==> src/rtl/op_handler_dispatcher_pkg.sv <==
// Shared types for the op handler dispatcher: the decoded op, the dispatcher FSM states
// and the default watchdog limit.
package op_handler_dispatcher_pkg;

  typedef struct packed {
    logic [7:0]  opcode;
    logic [15:0] operand;
  } Op_st;

  typedef enum logic [2:0] {
    IDLE      = 3'd0,
    WAIT_RDY  = 3'd1,
    TRIGGER   = 3'd2,
    WAIT_DONE = 3'd3,
    ERROR     = 3'd4
  } DispState_e;

  localparam int unsigned DISP_TIMEOUT_DEFAULT = 32'd1 << 20;

endpackage

==> src/rtl/op_handler_dispatcher_watchdog_timer.sv <==
// Cycle counter that flags expiry on the TIMEOUT_CYCLES-th enabled cycle since the last clear.
// A TIMEOUT_CYCLES of 0 removes the counter and never expires.
module op_handler_dispatcher_watchdog_timer
  import op_handler_dispatcher_pkg::*;
#(
  parameter int unsigned TIMEOUT_CYCLES = DISP_TIMEOUT_DEFAULT
) (
  input  logic clk,
  input  logic reset_n,
  input  logic clear,
  input  logic enable,
  output logic expired
);

  localparam int unsigned WD_W = (TIMEOUT_CYCLES > 1) ? $clog2(TIMEOUT_CYCLES) : 1;

  generate
    if (TIMEOUT_CYCLES == 0) begin : g_disabled
      logic unused_inputs;
      assign unused_inputs = ^{clk, reset_n, clear, enable};
      assign expired       = 1'b0;
    end else begin : g_enabled
      localparam logic [WD_W-1:0] LIMIT = WD_W'(TIMEOUT_CYCLES - 1);
      logic [WD_W-1:0] count_reg;

      // Expiry is raised while counting the last allowed cycle, so the FSM leaves on that edge.
      always_ff @(posedge clk or negedge reset_n) begin
        if (!reset_n) begin
          count_reg <= '0;
        end else if (clear) begin
          count_reg <= '0;
        end else if (enable && !expired) begin
          count_reg <= count_reg + WD_W'(1);
        end
      end

      assign expired = enable && (count_reg == LIMIT);
    end
  endgenerate

endmodule

==> src/rtl/op_handler_dispatcher.sv <==
// Initiator side of the handler trigger/rdy/done handshake: latches one op, waits for the
// selected handler, pulses trigger once and waits for done, with a watchdog to ERROR.
module op_handler_dispatcher
  import op_handler_dispatcher_pkg::*;
#(
  parameter int unsigned TIMEOUT_CYCLES = DISP_TIMEOUT_DEFAULT,
  parameter int unsigned CNT_W          = 16
) (
  input  logic             clk,
  input  logic             reset_n,
  input  Op_st             op_in,
  input  logic             op_valid,
  output logic             op_rdy,
  output Op_st             op_out,
  output logic             handler_trigger,
  input  logic             handler_rdy,
  input  logic             handler_done,
  input  logic             clear_err,
  output logic             busy,
  output logic             timeout_err,
  output logic [CNT_W-1:0] ops_done_count
);

  DispState_e state_reg;
  logic       wd_clear;
  logic       wd_enable;
  logic       wd_expired;

  assign wd_clear  = (state_reg == IDLE) && op_valid && op_rdy;
  assign wd_enable = (state_reg == WAIT_RDY) || (state_reg == TRIGGER) ||
                     (state_reg == WAIT_DONE);

  op_handler_dispatcher_watchdog_timer #(
    .TIMEOUT_CYCLES (TIMEOUT_CYCLES)
  ) u_watchdog (
    .clk     (clk),
    .reset_n (reset_n),
    .clear   (wd_clear),
    .enable  (wd_enable),
    .expired (wd_expired)
  );

  // op_rdy stays low in the cycle right after reset and rises on the first IDLE edge.
  always_ff @(posedge clk or negedge reset_n) begin
    if (!reset_n) begin
      state_reg       <= IDLE;
      op_out          <= '0;
      op_rdy          <= 1'b0;
      handler_trigger <= 1'b0;
      busy            <= 1'b0;
      timeout_err     <= 1'b0;
      ops_done_count  <= '0;
    end else begin
      handler_trigger <= 1'b0;
      case (state_reg)
        IDLE: begin
          if (op_valid && op_rdy) begin
            op_out    <= op_in;
            state_reg <= WAIT_RDY;
            op_rdy    <= 1'b0;
            busy      <= 1'b1;
          end else begin
            op_rdy <= 1'b1;
            busy   <= 1'b0;
          end
        end
        WAIT_RDY: begin
          if (wd_expired) begin
            state_reg   <= ERROR;
            timeout_err <= 1'b1;
          end else if (handler_rdy) begin
            state_reg       <= TRIGGER;
            handler_trigger <= 1'b1;
          end
        end
        TRIGGER, WAIT_DONE: begin
          // Completion wins over a watchdog expiry in the same cycle.
          if (handler_done) begin
            state_reg      <= IDLE;
            op_rdy         <= 1'b1;
            busy           <= 1'b0;
            ops_done_count <= ops_done_count + CNT_W'(1);
          end else if (wd_expired) begin
            state_reg   <= ERROR;
            timeout_err <= 1'b1;
          end else begin
            state_reg <= WAIT_DONE;
          end
        end
        ERROR: begin
          if (clear_err) begin
            state_reg   <= IDLE;
            op_rdy      <= 1'b1;
            busy        <= 1'b0;
            timeout_err <= 1'b0;
          end
        end
        default: begin
          state_reg <= IDLE;
          op_rdy    <= 1'b0;
          busy      <= 1'b0;
        end
      endcase
    end
  end

endmodule

==> config.mk <==
export PLATFORM = sky130hd
export DESIGN_NAME = op_handler_dispatcher
export DESIGN_NICKNAME = d
export VERILOG_FILES = /design/src/rtl/op_handler_dispatcher_pkg.sv /design/src/rtl/op_handler_dispatcher_watchdog_timer.sv /design/src/rtl/op_handler_dispatcher.sv
export SDC_FILE = /design/constraint.sdc
export NUM_CORES = 1
export LEC_CHECK = 0
export ABC_AREA = 1
export BUFFER_PORTS_ARGS = -buffer_cell sky130_fd_sc_hd__buf_2
export CORE_ASPECT_RATIO = 1.5
export CORE_MARGIN = 2
export CORE_UTILIZATION = 53
export CTS_BUF_LIST = sky130_fd_sc_hd__clkbuf_4 sky130_fd_sc_hd__clkbuf_8 sky130_fd_sc_hd__clkbuf_16
export DETAILED_ROUTE_END_ITERATION = 10
export HOLD_SLACK_MARGIN = 0.1
export PLACE_DENSITY = 0.76
export SLEW_MARGIN = 5
export SYNTH_ARGS = -nofsm -noshare
export SYNTH_HDL_FRONTEND = slang
export SYNTH_HIERARCHICAL = 1
export SYNTH_SLANG_ARGS = --single-unit
==> constraint.sdc <==
create_clock -name clk -period 3.5 [get_ports clk]
set_input_delay 0.7 -clock clk [delete_from_list [all_inputs] [get_ports clk]]
set_output_delay 0.7 -clock clk [all_outputs]
set_load 0.1 [all_outputs]
==> metrics.txt <==
status finished, final reports clean; row cnt 36; max-cap violation count 0; R2R cell count 11; area occupied by multi-input gates 1550 um2; clock buffer depth 2; mean post-synth cell area 7.52 um2; die area slightly above 7000 um2; Fin. Hold Viols 0; syn nets between 400 and 500; Crit Path Max Fanout 6; setup ws final 1.50 ns; chip height 103 um; Via density 5.01; worst path required time between 3 and 4 ns; RSZ-0062 raised after global routing no; fillers 569; share of post-route cells with drive strength above 1 0.207; Startpoint Class flip-flop; setup bufs post-CTS 0; relative slew slack 0.600; first-pass iteration count of the detailed router 4; CTS tree done; Crit path top cell by count nor2_4; Power Total ~4.0 mW; Yosys cell types 31; setup violators final 0; number of synthesized flops with an enable pin 0; Critical-path top delay cell dfrtp_1; clock latency at the later pin of the worst-skew pair 0.36 ns; ANT cells 0; Final Wtd Congestion 0.863; Post-DP HPWL 5380 um; P per Cell Area slightly below 1000 nW/um2; max-slew violations 0; post-layout util 0.641; final setup TNS 0 ns; number of global-route vias before repair approximately 2800; I/O pin count 74; sinks on the clock net 67; Num CTS Buffers 9; H-tree depth 3; Place WS 1.51 ns; Vias ~3100; 1st-iter DRT viols just under 100; Starting Density 0.539; area grow syn2layout 19.1%; max FFs per register 24; CP Capture Type flip-flop; crit path cell chain ha_1 -> nand2_2 -> nor2_4 -> nand2_4 -> nor2_4 -> nand3_2 -> nor2_1 -> inv_1 -> nand4_1 -> nand3_1 -> o21ai_0; fmax between 500 and 600 MHz; cts repair resizes 0; Synth Warn # 6; Slew @ Worst Pin 0.601 ns; RR Startpoint u_watchdog/g_enabled.count_reg[1]; FFs w/ async S/R, synth 1.00; Cells after Synth 458; placed inst area 3880 um2; synthesized area between 3000 and 4000 um2; Total Routing Usage GR 0.218; nets@finish around 570; critical path class reg -> reg; GR Overflow Total 0; minimum clock period 2.00 ns; WL/cell 11.9 um; CP arrival ~2.3 ns; slowest stage delay, CP approximately 0.4 ns; ys flop type dfrtp_1; sequential area share after synthesis 0.487; initial antenna violation count 0; residual DRC count 0; reg-to-reg endpoint state_reg[0]; global-route wire length before repair 12400 um; maximum number of pins on one net before global-route repair 50; input/output buffers 73; maximum vdd drop 0.000813 V; clock root cell clkbuf_8; Routed Antenna Nets 0; Worst-path clk slew 0.08 ns; final WL about 7300 um; Tcrit/Tclk final 0.570; Worst Hold Class in -> async; post-cts hold buffer count 0; leakage power 2.26 nW; CORE AREA between 6000 and 7000 um2; die width approximately 70 um; register area 1680 um2; Final Instance Area 4100 um2; FF-to-FF setup slack 1.50 ns; Yosys reg bits 67; Final Skew 0.00885 ns
## report_power, final
part	internal (mW)	switching, mW	total (mW)	leakage, nW
Clock	0.405	0.317	0.722	0.110
Combinational	0.339	1.72	2.06	1.28
Sequential	0.998	0.177	1.17	0.871
## metal layers
metal  up-vias  global-route usage  share of wire
li1       1570                   -              -
met1      1420               0.250           0.41
met2        86               0.380           0.51
met3        21              0.0655          0.050
met4         0              0.0932          0.029
met5         -                   0              0
## synth_stat cells, types with 2 or more instances
cell | number | area share
nand2_1 | 195 | 0.21
o21ai_1 | 2 | 0.0029
o21ai_0 | 6 | 0.0087
a21oi_1 | 7 | 0.010
nor2_2 | 2 | 0.0036
inv_2 | 2 | 0.0022
xnor2_1 | 6 | 0.015
nor2_4 | 8 | 0.026
ha_1 | 2 | 0.0073
nor2_1 | 48 | 0.052
nand4_1 | 8 | 0.015
xor2_1 | 5 | 0.013
inv_1 | 42 | 0.046
nand2_2 | 4 | 0.0073
nand3b_1 | 2 | 0.0044
o21bai_1 | 2 | 0.0044
nand3_1 | 30 | 0.044
buf_2 | 3 | 0.0044
dfrtp_1 | 67 | 0.49
buf_4 | 2 | 0.0044
nor3_1 | 5 | 0.0073
## cells in the final DEF (no fill, tap or decap), types with 2 or more instances in the layout
cell type / netlist / routed
o21bai_1: 2 / 2
nor3_1: 5 / 5
bufinv_16: 0 / 2
nand2_2: 4 / 4
buf_4: 2 / 3
nand3b_1: 2 / 2
inv_6: 0 / 2
o21ai_0: 6 / 6
inv_2: 2 / 2
a21oi_1: 7 / 7
nor2_4: 8 / 8
o21ai_1: 2 / 2
nor2_1: 48 / 48
clkbuf_8: 0 / 9
nand4_1: 8 / 8
ha_1: 2 / 2
xnor2_1: 6 / 6
xor2_1: 5 / 5
buf_2: 3 / 73
nand3_1: 30 / 30
dfrtp_1: 67 / 67
inv_1: 42 / 42
nand2_1: 195 / 195
nor2_2: 2 / 2
## critical path: cells and delay by family, from the launching register on
family / cells / cell delay [ns]
simple gates: 8 / 1.08
fa+ha+maj: 1 / 0.20
buf+inv: 1 / 0.09
flops: 1 / 0.40
compound gates: 1 / 0.15
## through the flow
step	cells	hold WS [ns]
after detailed placement	602	0.461
after floorplan	458	0.404
final	618	0.272
after CTS	618	0.275
after global placement	602	0.458
after global routing	618	0.291
## worst max-delay path by stage
| stage | slack, ns | to | start | cells past startpoint |
|---|---|---|---|---|
| 3_5_place_dp | 1.51 | state_reg[0] | u_watchdog/g_enabled.count_reg[1] | 11 |
| 6_report | 1.50 | state_reg[0] | u_watchdog/g_enabled.count_reg[1] | 11 |
| 4_1_cts | 1.52 | state_reg[0] | u_watchdog/g_enabled.count_reg[1] | 11 |
| 3_3_place_gp | 1.60 | u_watchdog/g_enabled.count_reg[10] | op_valid | 9 |
| 2_1_floorplan | 0.95 | u_watchdog/g_enabled.count_reg[13] | op_rdy | 10 |
| 5_1_grt | 1.27 | state_reg[0] | u_watchdog/g_enabled.count_reg[1] | 11 |
## logic make-up after synthesis
logic type | Yosys count | share of synthesized area
adder cells (fa/ha/maj) | 2 | 0.00726
AO/OA/AOI/OAI | 18 | 0.0287
XOR/XNOR | 11 | 0.0280
AND/OR/NAND/NOR | 307 | 0.386
buffers and inverters | 53 | 0.0632
flip-flops | 67 | 0.487
## layout make-up
| type | count | share of cell area |
|---|---|---|
| timing repair buffer | 76 | 0.0945 |
| clock buffer | 9 | 0.0302 |
| sequential | 67 | 0.409 |
| multi-input combinational | 338 | 0.378 |
| tap | 76 | 0.0232 |
| clock inverter | 7 | 0.0241 |
| inverter | 45 | 0.0412 |
No activity file was read; power rests on OpenSTA's default activity.
